File: config.mk
export PLATFORM = sky130hd
export DESIGN_NAME = axil_wr_buffer_flat
export DESIGN_NICKNAME = d
export VERILOG_FILES = /design/src/rtl/axil_wr_buffer_if.sv /design/src/rtl/axil_wr_buffer.sv /design/src/flat_wrapper.sv
export SDC_FILE = /design/constraint.sdc
export NUM_CORES = 1
export LEC_CHECK = 0
export ABC_AREA = 0
export BUFFER_PORTS_ARGS = -buffer_cell sky130_fd_sc_hd__buf_2
export CAP_MARGIN = 25
export CORE_AREA = 2 2 79 97
export CTS_CLUSTER_DIAMETER = 120
export DETAILED_ROUTE_END_ITERATION = 8
export DIE_AREA = 0 0 81 99
export HOLD_SLACK_MARGIN = 0.05
export PLACE_DENSITY = 0.78
export SKIP_CTS_REPAIR_TIMING = 1
export SYNTH_ARGS = -nofsm -noshare
export SYNTH_HDL_FRONTEND = slang
export SYNTH_SLANG_ARGS = --single-unit
File: constraint.sdc
create_clock -name clk -period 2.9 [get_ports clk]
set_input_delay 0.145 -clock clk [delete_from_list [all_inputs] [get_ports clk]]
set_output_delay 0.145 -clock clk [all_outputs]
set_load 0.02 [all_outputs]
File: src/rtl/axil_wr_buffer_if.sv
// AXI4-lite write channel bundle (AW, W, B) shared by the upstream and
// downstream sides of the write buffer.
interface axil_wr_buffer_if #(
  parameter int DATA_WIDTH = 32,
  parameter int ADDR_WIDTH = 32,
  parameter int STRB_WIDTH = DATA_WIDTH / 8
);
  logic [ADDR_WIDTH-1:0] awaddr;
  logic [2:0]            awprot;
  logic                  awvalid;
  logic                  awready;
  logic [DATA_WIDTH-1:0] wdata;
  logic [STRB_WIDTH-1:0] wstrb;
  logic                  wvalid;
  logic                  wready;
  logic [1:0]            bresp;
  logic                  bvalid;
  logic                  bready;

  // Side that issues writes
  modport master (
    output awaddr, awprot, awvalid, input awready,
    output wdata, wstrb, wvalid, input wready,
    input bresp, bvalid, output bready
  );

  // Side that accepts writes
  modport slave (
    input awaddr, awprot, awvalid, output awready,
    input wdata, wstrb, wvalid, output wready,
    output bresp, bvalid, input bready
  );
endinterface

File: src/rtl/axil_wr_buffer.sv
// Single-outstanding AXI4-lite write buffer: captures one upstream write,
// reissues it downstream, then returns the downstream B response upstream.
// Every output is driven from a register (or a decode of registers only).
module axil_wr_buffer #(
  parameter int DATA_WIDTH = 32,
  parameter int ADDR_WIDTH = 32,
  parameter int STRB_WIDTH = DATA_WIDTH / 8
) (
  input  logic clk,
  input  logic rst,
  axil_wr_buffer_if.slave  s_axil,
  axil_wr_buffer_if.master m_axil
);

  typedef enum logic [1:0] {
    IDLE   = 2'd0,
    ISSUE  = 2'd1,
    RESP   = 2'd2,
    RETURN = 2'd3
  } state_t;

  state_t                r_state;
  state_t                w_state_next;
  logic                  r_aw_held;
  logic                  r_w_held;
  logic [ADDR_WIDTH-1:0] r_m_awaddr;
  logic [2:0]            r_m_awprot;
  logic [DATA_WIDTH-1:0] r_m_wdata;
  logic [STRB_WIDTH-1:0] r_m_wstrb;
  logic                  r_m_awvalid;
  logic                  r_m_wvalid;
  logic                  r_m_bready;
  logic                  r_s_bvalid;
  logic [1:0]            r_s_bresp;

  logic w_idle;
  logic w_aw_hs;
  logic w_w_hs;
  logic w_m_aw_done;
  logic w_m_w_done;
  logic w_m_b_hs;
  logic w_s_b_hs;

  // Upstream readies are decoded from state and held flags only
  assign w_idle         = (r_state == IDLE);
  assign s_axil.awready = w_idle && !r_aw_held;
  assign s_axil.wready  = w_idle && !r_w_held;
  assign s_axil.bvalid  = r_s_bvalid;
  assign s_axil.bresp   = r_s_bresp;

  assign m_axil.awaddr  = r_m_awaddr;
  assign m_axil.awprot  = r_m_awprot;
  assign m_axil.awvalid = r_m_awvalid;
  assign m_axil.wdata   = r_m_wdata;
  assign m_axil.wstrb   = r_m_wstrb;
  assign m_axil.wvalid  = r_m_wvalid;
  assign m_axil.bready  = r_m_bready;

  assign w_aw_hs     = s_axil.awvalid && s_axil.awready;
  assign w_w_hs      = s_axil.wvalid && s_axil.wready;
  // A downstream channel is done once its valid is low or is being accepted now
  assign w_m_aw_done = !r_m_awvalid || m_axil.awready;
  assign w_m_w_done  = !r_m_wvalid || m_axil.wready;
  assign w_m_b_hs    = m_axil.bvalid && r_m_bready;
  assign w_s_b_hs    = r_s_bvalid && s_axil.bready;

  // State register
  always_ff @(posedge clk or posedge rst) begin
    if (rst) r_state <= IDLE;
    else     r_state <= w_state_next;
  end

  // Next-state decode
  always_comb begin
    w_state_next = r_state;
    case (r_state)
      IDLE:   if ((r_aw_held || w_aw_hs) && (r_w_held || w_w_hs)) w_state_next = ISSUE;
      ISSUE:  if (w_m_aw_done && w_m_w_done)                       w_state_next = RESP;
      RESP:   if (w_m_b_hs)                                        w_state_next = RETURN;
      RETURN: if (w_s_b_hs)                                        w_state_next = IDLE;
      default:                                                     w_state_next = IDLE;
    endcase
  end

  // Upstream capture straight into the downstream payload registers; they can
  // only load in IDLE, where the downstream valids are low, so they are stable
  // for the whole ISSUE phase.
  always_ff @(posedge clk or posedge rst) begin
    if (rst) begin
      r_aw_held  <= 1'b0;
      r_w_held   <= 1'b0;
      r_m_awaddr <= '0;
      r_m_awprot <= '0;
      r_m_wdata  <= '0;
      r_m_wstrb  <= '0;
    end else begin
      if (w_aw_hs) begin
        r_aw_held  <= 1'b1;
        r_m_awaddr <= s_axil.awaddr;
        r_m_awprot <= s_axil.awprot;
      end
      if (w_w_hs) begin
        r_w_held  <= 1'b1;
        r_m_wdata <= s_axil.wdata;
        r_m_wstrb <= s_axil.wstrb;
      end
      if (w_s_b_hs) begin
        r_aw_held <= 1'b0;
        r_w_held  <= 1'b0;
      end
    end
  end

  // Downstream AW/W valids: raised together on entry to ISSUE, dropped independently
  always_ff @(posedge clk or posedge rst) begin
    if (rst) begin
      r_m_awvalid <= 1'b0;
      r_m_wvalid  <= 1'b0;
    end else if (w_idle && w_state_next == ISSUE) begin
      r_m_awvalid <= 1'b1;
      r_m_wvalid  <= 1'b1;
    end else if (r_state == ISSUE) begin
      if (m_axil.awready) r_m_awvalid <= 1'b0;
      if (m_axil.wready)  r_m_wvalid  <= 1'b0;
    end
  end

  // Downstream bready only while waiting for B, so stray responses are ignored
  always_ff @(posedge clk or posedge rst) begin
    if (rst)                                         r_m_bready <= 1'b0;
    else if (r_state == ISSUE && w_state_next == RESP) r_m_bready <= 1'b1;
    else if (w_m_b_hs)                                r_m_bready <= 1'b0;
  end

  // Upstream B: capture downstream response unmodified and hold until accepted
  always_ff @(posedge clk or posedge rst) begin
    if (rst) begin
      r_s_bvalid <= 1'b0;
      r_s_bresp  <= 2'b00;
    end else if (w_m_b_hs) begin
      r_s_bvalid <= 1'b1;
      r_s_bresp  <= m_axil.bresp;
    end else if (w_s_b_hs) begin
      r_s_bvalid <= 1'b0;
    end
  end

endmodule

File: src/flat_wrapper.sv
// flat-port wrapper written by rule: the top's interface ports become plain ports
module axil_wr_buffer_flat 
#(
  parameter int DATA_WIDTH = 32,
  parameter int ADDR_WIDTH = 32,
  parameter int STRB_WIDTH = DATA_WIDTH / 8
)
  (clk, rst, s_axil_awaddr, s_axil_awprot, s_axil_awvalid, s_axil_awready, s_axil_wdata, s_axil_wstrb, s_axil_wvalid, s_axil_wready, s_axil_bresp, s_axil_bvalid, s_axil_bready, m_axil_awaddr, m_axil_awprot, m_axil_awvalid, m_axil_awready, m_axil_wdata, m_axil_wstrb, m_axil_wvalid, m_axil_wready, m_axil_bresp, m_axil_bvalid, m_axil_bready);
  axil_wr_buffer_if #(.DATA_WIDTH(DATA_WIDTH), .ADDR_WIDTH(ADDR_WIDTH), .STRB_WIDTH(STRB_WIDTH)) s_axil_i ();
  axil_wr_buffer_if #(.DATA_WIDTH(DATA_WIDTH), .ADDR_WIDTH(ADDR_WIDTH), .STRB_WIDTH(STRB_WIDTH)) m_axil_i ();
  input  logic clk;
  input  logic rst;
  input wire logic [$bits(s_axil_i.awaddr)-1:0] s_axil_awaddr;
  input wire logic [$bits(s_axil_i.awprot)-1:0] s_axil_awprot;
  input wire logic [$bits(s_axil_i.awvalid)-1:0] s_axil_awvalid;
  output wire logic [$bits(s_axil_i.awready)-1:0] s_axil_awready;
  input wire logic [$bits(s_axil_i.wdata)-1:0] s_axil_wdata;
  input wire logic [$bits(s_axil_i.wstrb)-1:0] s_axil_wstrb;
  input wire logic [$bits(s_axil_i.wvalid)-1:0] s_axil_wvalid;
  output wire logic [$bits(s_axil_i.wready)-1:0] s_axil_wready;
  output wire logic [$bits(s_axil_i.bresp)-1:0] s_axil_bresp;
  output wire logic [$bits(s_axil_i.bvalid)-1:0] s_axil_bvalid;
  input wire logic [$bits(s_axil_i.bready)-1:0] s_axil_bready;
  output wire logic [$bits(m_axil_i.awaddr)-1:0] m_axil_awaddr;
  output wire logic [$bits(m_axil_i.awprot)-1:0] m_axil_awprot;
  output wire logic [$bits(m_axil_i.awvalid)-1:0] m_axil_awvalid;
  input wire logic [$bits(m_axil_i.awready)-1:0] m_axil_awready;
  output wire logic [$bits(m_axil_i.wdata)-1:0] m_axil_wdata;
  output wire logic [$bits(m_axil_i.wstrb)-1:0] m_axil_wstrb;
  output wire logic [$bits(m_axil_i.wvalid)-1:0] m_axil_wvalid;
  input wire logic [$bits(m_axil_i.wready)-1:0] m_axil_wready;
  input wire logic [$bits(m_axil_i.bresp)-1:0] m_axil_bresp;
  input wire logic [$bits(m_axil_i.bvalid)-1:0] m_axil_bvalid;
  output wire logic [$bits(m_axil_i.bready)-1:0] m_axil_bready;
  assign s_axil_i.awaddr = s_axil_awaddr;
  assign s_axil_i.awprot = s_axil_awprot;
  assign s_axil_i.awvalid = s_axil_awvalid;
  assign s_axil_awready = s_axil_i.awready;
  assign s_axil_i.wdata = s_axil_wdata;
  assign s_axil_i.wstrb = s_axil_wstrb;
  assign s_axil_i.wvalid = s_axil_wvalid;
  assign s_axil_wready = s_axil_i.wready;
  assign s_axil_bresp = s_axil_i.bresp;
  assign s_axil_bvalid = s_axil_i.bvalid;
  assign s_axil_i.bready = s_axil_bready;
  assign m_axil_awaddr = m_axil_i.awaddr;
  assign m_axil_awprot = m_axil_i.awprot;
  assign m_axil_awvalid = m_axil_i.awvalid;
  assign m_axil_i.awready = m_axil_awready;
  assign m_axil_wdata = m_axil_i.wdata;
  assign m_axil_wstrb = m_axil_i.wstrb;
  assign m_axil_wvalid = m_axil_i.wvalid;
  assign m_axil_i.wready = m_axil_wready;
  assign m_axil_i.bresp = m_axil_bresp;
  assign m_axil_i.bvalid = m_axil_bvalid;
  assign m_axil_bready = m_axil_i.bready;
  axil_wr_buffer #(.DATA_WIDTH(DATA_WIDTH), .ADDR_WIDTH(ADDR_WIDTH), .STRB_WIDTH(STRB_WIDTH)) u_core (.clk(clk), .rst(rst), .s_axil(s_axil_i), .m_axil(m_axil_i));
endmodule
==> run summary <==
Largest net degree at the start of global routing: 44
Syn. warnings: 0
Power Total: 5.299 mW
H-tree levels: 3
VDD IR max: 0.0006608 V
Mapped cell area: 3110 sq um
# DRC: 0
Pwr Density: 1064 nW/um^2
Net Sw Frac: 37.65%
Total CTS buffers: 9
DIE AREA: 8019 sq um
Clock Latency Late Sink: 0.34 ns
Die Y: 99 microns
Multi-input gate area: 989.7 sq um
EDFF count, synth: 0
CP Capture Type: flip-flop
Crit path to: u_core.m_axil.awaddr[17]
Post-synthesis sequential area ratio: 65.16%
Total grt overflow: 0
Post-Synthesis Cells: 195
Final WL: 8.210 mm
Tcrit/Tclk final: 60.23%
Port Buffers: 159
Setup TNS: 0 ns
Routed Antenna Nets: 0
Sequential power share: 38.2%
Die Wd: 81 microns
Crit path launch: u_core.r_state[1]
Root Driver: clkbuf_8
Gp weighted congestion: 0.7047
Worst-case clock buffer depth: 2
Most frequent cells in the layout: buf_2, dfrtp_1, dlygate4sd3_1
Max Fclk: 572.5 MHz
Flop and latch count out of synthesis: 81
Core area: 7062 sq um
Critical Path Fanout Max: 36
CP required: 3.12 ns
Worst-Margin Slew: 0.6915 ns
Nets: 515
Final Setup Violations: 0
Num rows: 34
RSZ-0062 raised after global routing: false
Gr usage total: 16.35%
Dpl cells: 438
Vias/cell: 4.669
Worst Hold Class: in2reg
Net Sw Power: 1.995 mW
Status: finished, final reports clean
Internal Power: 3.304 mW
Async SR Flop Fraction: 100.0%
Critical path arrival: 1.97 ns
Final Max Tran Viols: 0
Top-Level Pins: 160
Total vias in the final route: 2470
Leading register cell type out of synthesis: dfrtp_1
Worst r2r path cells: 3
Final Hold Viols: 0
Setup Skew: 0.01082 ns
Initial antenna violation count: 1
Max-cap violation count: 0
Number of clock sinks: 81
HPWL Detailed: 4.789 mm
Initial Util: 44.05%
WL/cell: 15.52 microns
WS Path Type: reg2reg
Crit start category: flip-flop
Final cell count without fillers: 529
Diodes inserted: 0
Initial DRC Count: 80
Clock transition at path regs: 0.07 ns
Worst reg2reg setup slack: 1.15 ns
Tmin final: 1.747 ns
Reg2reg start: u_core.r_state[1]
Clock power share: 18.6%
CTS tree: done
Syn Nets: 276
P&R area growth vs syn: 60.06%
Register area: 2027 sq um
Combinational power share: 43.1%
Commonest non-fill, non-tap cell in the layout: buf_2
Vias in the first global route: 2166
Hold slack: 0.05816 ns
Initial DRT Pass Iterations: 4
Layout cells sized above 1: 57.63%
Distinct cells, synth: 22
Mean Syn Cell Area: 15.95 sq um
Leak Pwr: 2.429 nW
Slew margin rel.: 53.85%
First-pass GRT wire length: 9.936 mm
RR Endpoint: u_core.m_axil.awaddr[17]
Fillcell total: 485
==> logic make-up (layout without fill, tap and decap cells) <==
family / count (synthesis) / in the layout / share of synthesized area, %
and+or+nand+nor: 16 / 16 / 3.258
buffers and inverters: 15 / 259 / 3.218
AOI/OAI and AO/OA: 10 / 10 / 1.931
muxes: 73 / 73 / 26.43
DFF: 81 / 81 / 65.16
==> worst min path at each step <==
| stage | from | to | depth (start not counted) |
|---|---|---|---|
| after floorplan | s_axil_bready | u_core.r_aw_held | 1 |
| after global placement | rst | u_core.m_axil.awaddr[21] | 2 |
| after detailed placement | rst | u_core.m_axil.awaddr[26] | 2 |
| after CTS | rst | u_core.m_axil.awaddr[5] | 2 |
| after global routing | s_axil_wdata[19] | u_core.m_axil.wdata[19] | 2 |
| final | s_axil_wdata[19] | u_core.m_axil.wdata[19] | 2 |
==> per-stage QoR <==
stage / setup slack, ns / util, % / area, sq um
2_1_floorplan: 0.6749 / - / 3110
3_3_place_gp: 1.200 / 56.41 / 3984
4_1_cts: 1.152 / 59.87 / 4228
5_1_grt: 1.020 / 70.50 / 4979
3_5_place_dp: 1.162 / 56.41 / 3984
6_report: 1.153 / 70.50 / 4979
==> cells in the mapped netlist, types with 2 or more instances <==
master	count	area, sq um
o21ai_0	2	10.01
nand2_1	2	7.510
buf_4	3	22.52
or2_2	2	12.51
buf_2	2	10.01
o22ai_1	2	12.51
dfrtp_1	81	2027
mux2_2	71	799.5
buf_6	4	45.04
a21oi_1	4	20.02
nor3_1	2	10.01
inv_1	6	22.52
nor2_1	4	15.01
mux2_1	2	22.52
==> sequential cells by signal, summed over array words and instances (netlist names) <==
signal and cells:
u_core.m_axil.wdata 32, u_core.r_w_held 1, u_core.m_axil.wvalid 1, u_core.m_axil.awvalid 1, u_core.m_axil.bready 1, u_core.r_aw_held 1
u_core.s_axil.bresp 2, u_core.m_axil.awaddr 32, u_core.s_axil.bvalid 1, u_core.r_state 2, u_core.m_axil.wstrb 4, u_core.m_axil.awprot 3
==> power by group through the flow <==
stage	Clock (mW)	Combinational, mW	Sequential [mW]
detailed placement	0	2.21	2.03
floorplan	0	0.812	2.67
CTS	1.01	2.21	2.01
global route	1.06	2.44	2.11
finish	0.988	2.28	2.03
global placement	0	2.15	2.00
==> worst max-delay path: stages, from the launching register on <==
cell,delay (ns)
dfrtp_1,0.49
nor4b_4,0.28
buf_4,0.44
mux2_2,0.40
==> final cells by class <==
| cell class | instances | area share, % |
|---|---|---|
| clock buffers | 11 | 2.840 |
| flip-flops and latches | 81 | 40.71 |
| well taps | 90 | 2.262 |
| repair buffers | 237 | 31.77 |
| multi-input cells | 99 | 19.88 |
| inverters | 6 | 0.4775 |
| clock inverters | 5 | 2.061 |
==> routing by layer <==
metal	global-route usage (%)	wire, microns	part of all wire (%)
met3	4.945	427	5.2
met2	29.31	4584	56
met5	0	12	0.15
met1	17.75	3006	37
met4	6.258	179	2.2
Power figures use the tool's default switching activity.
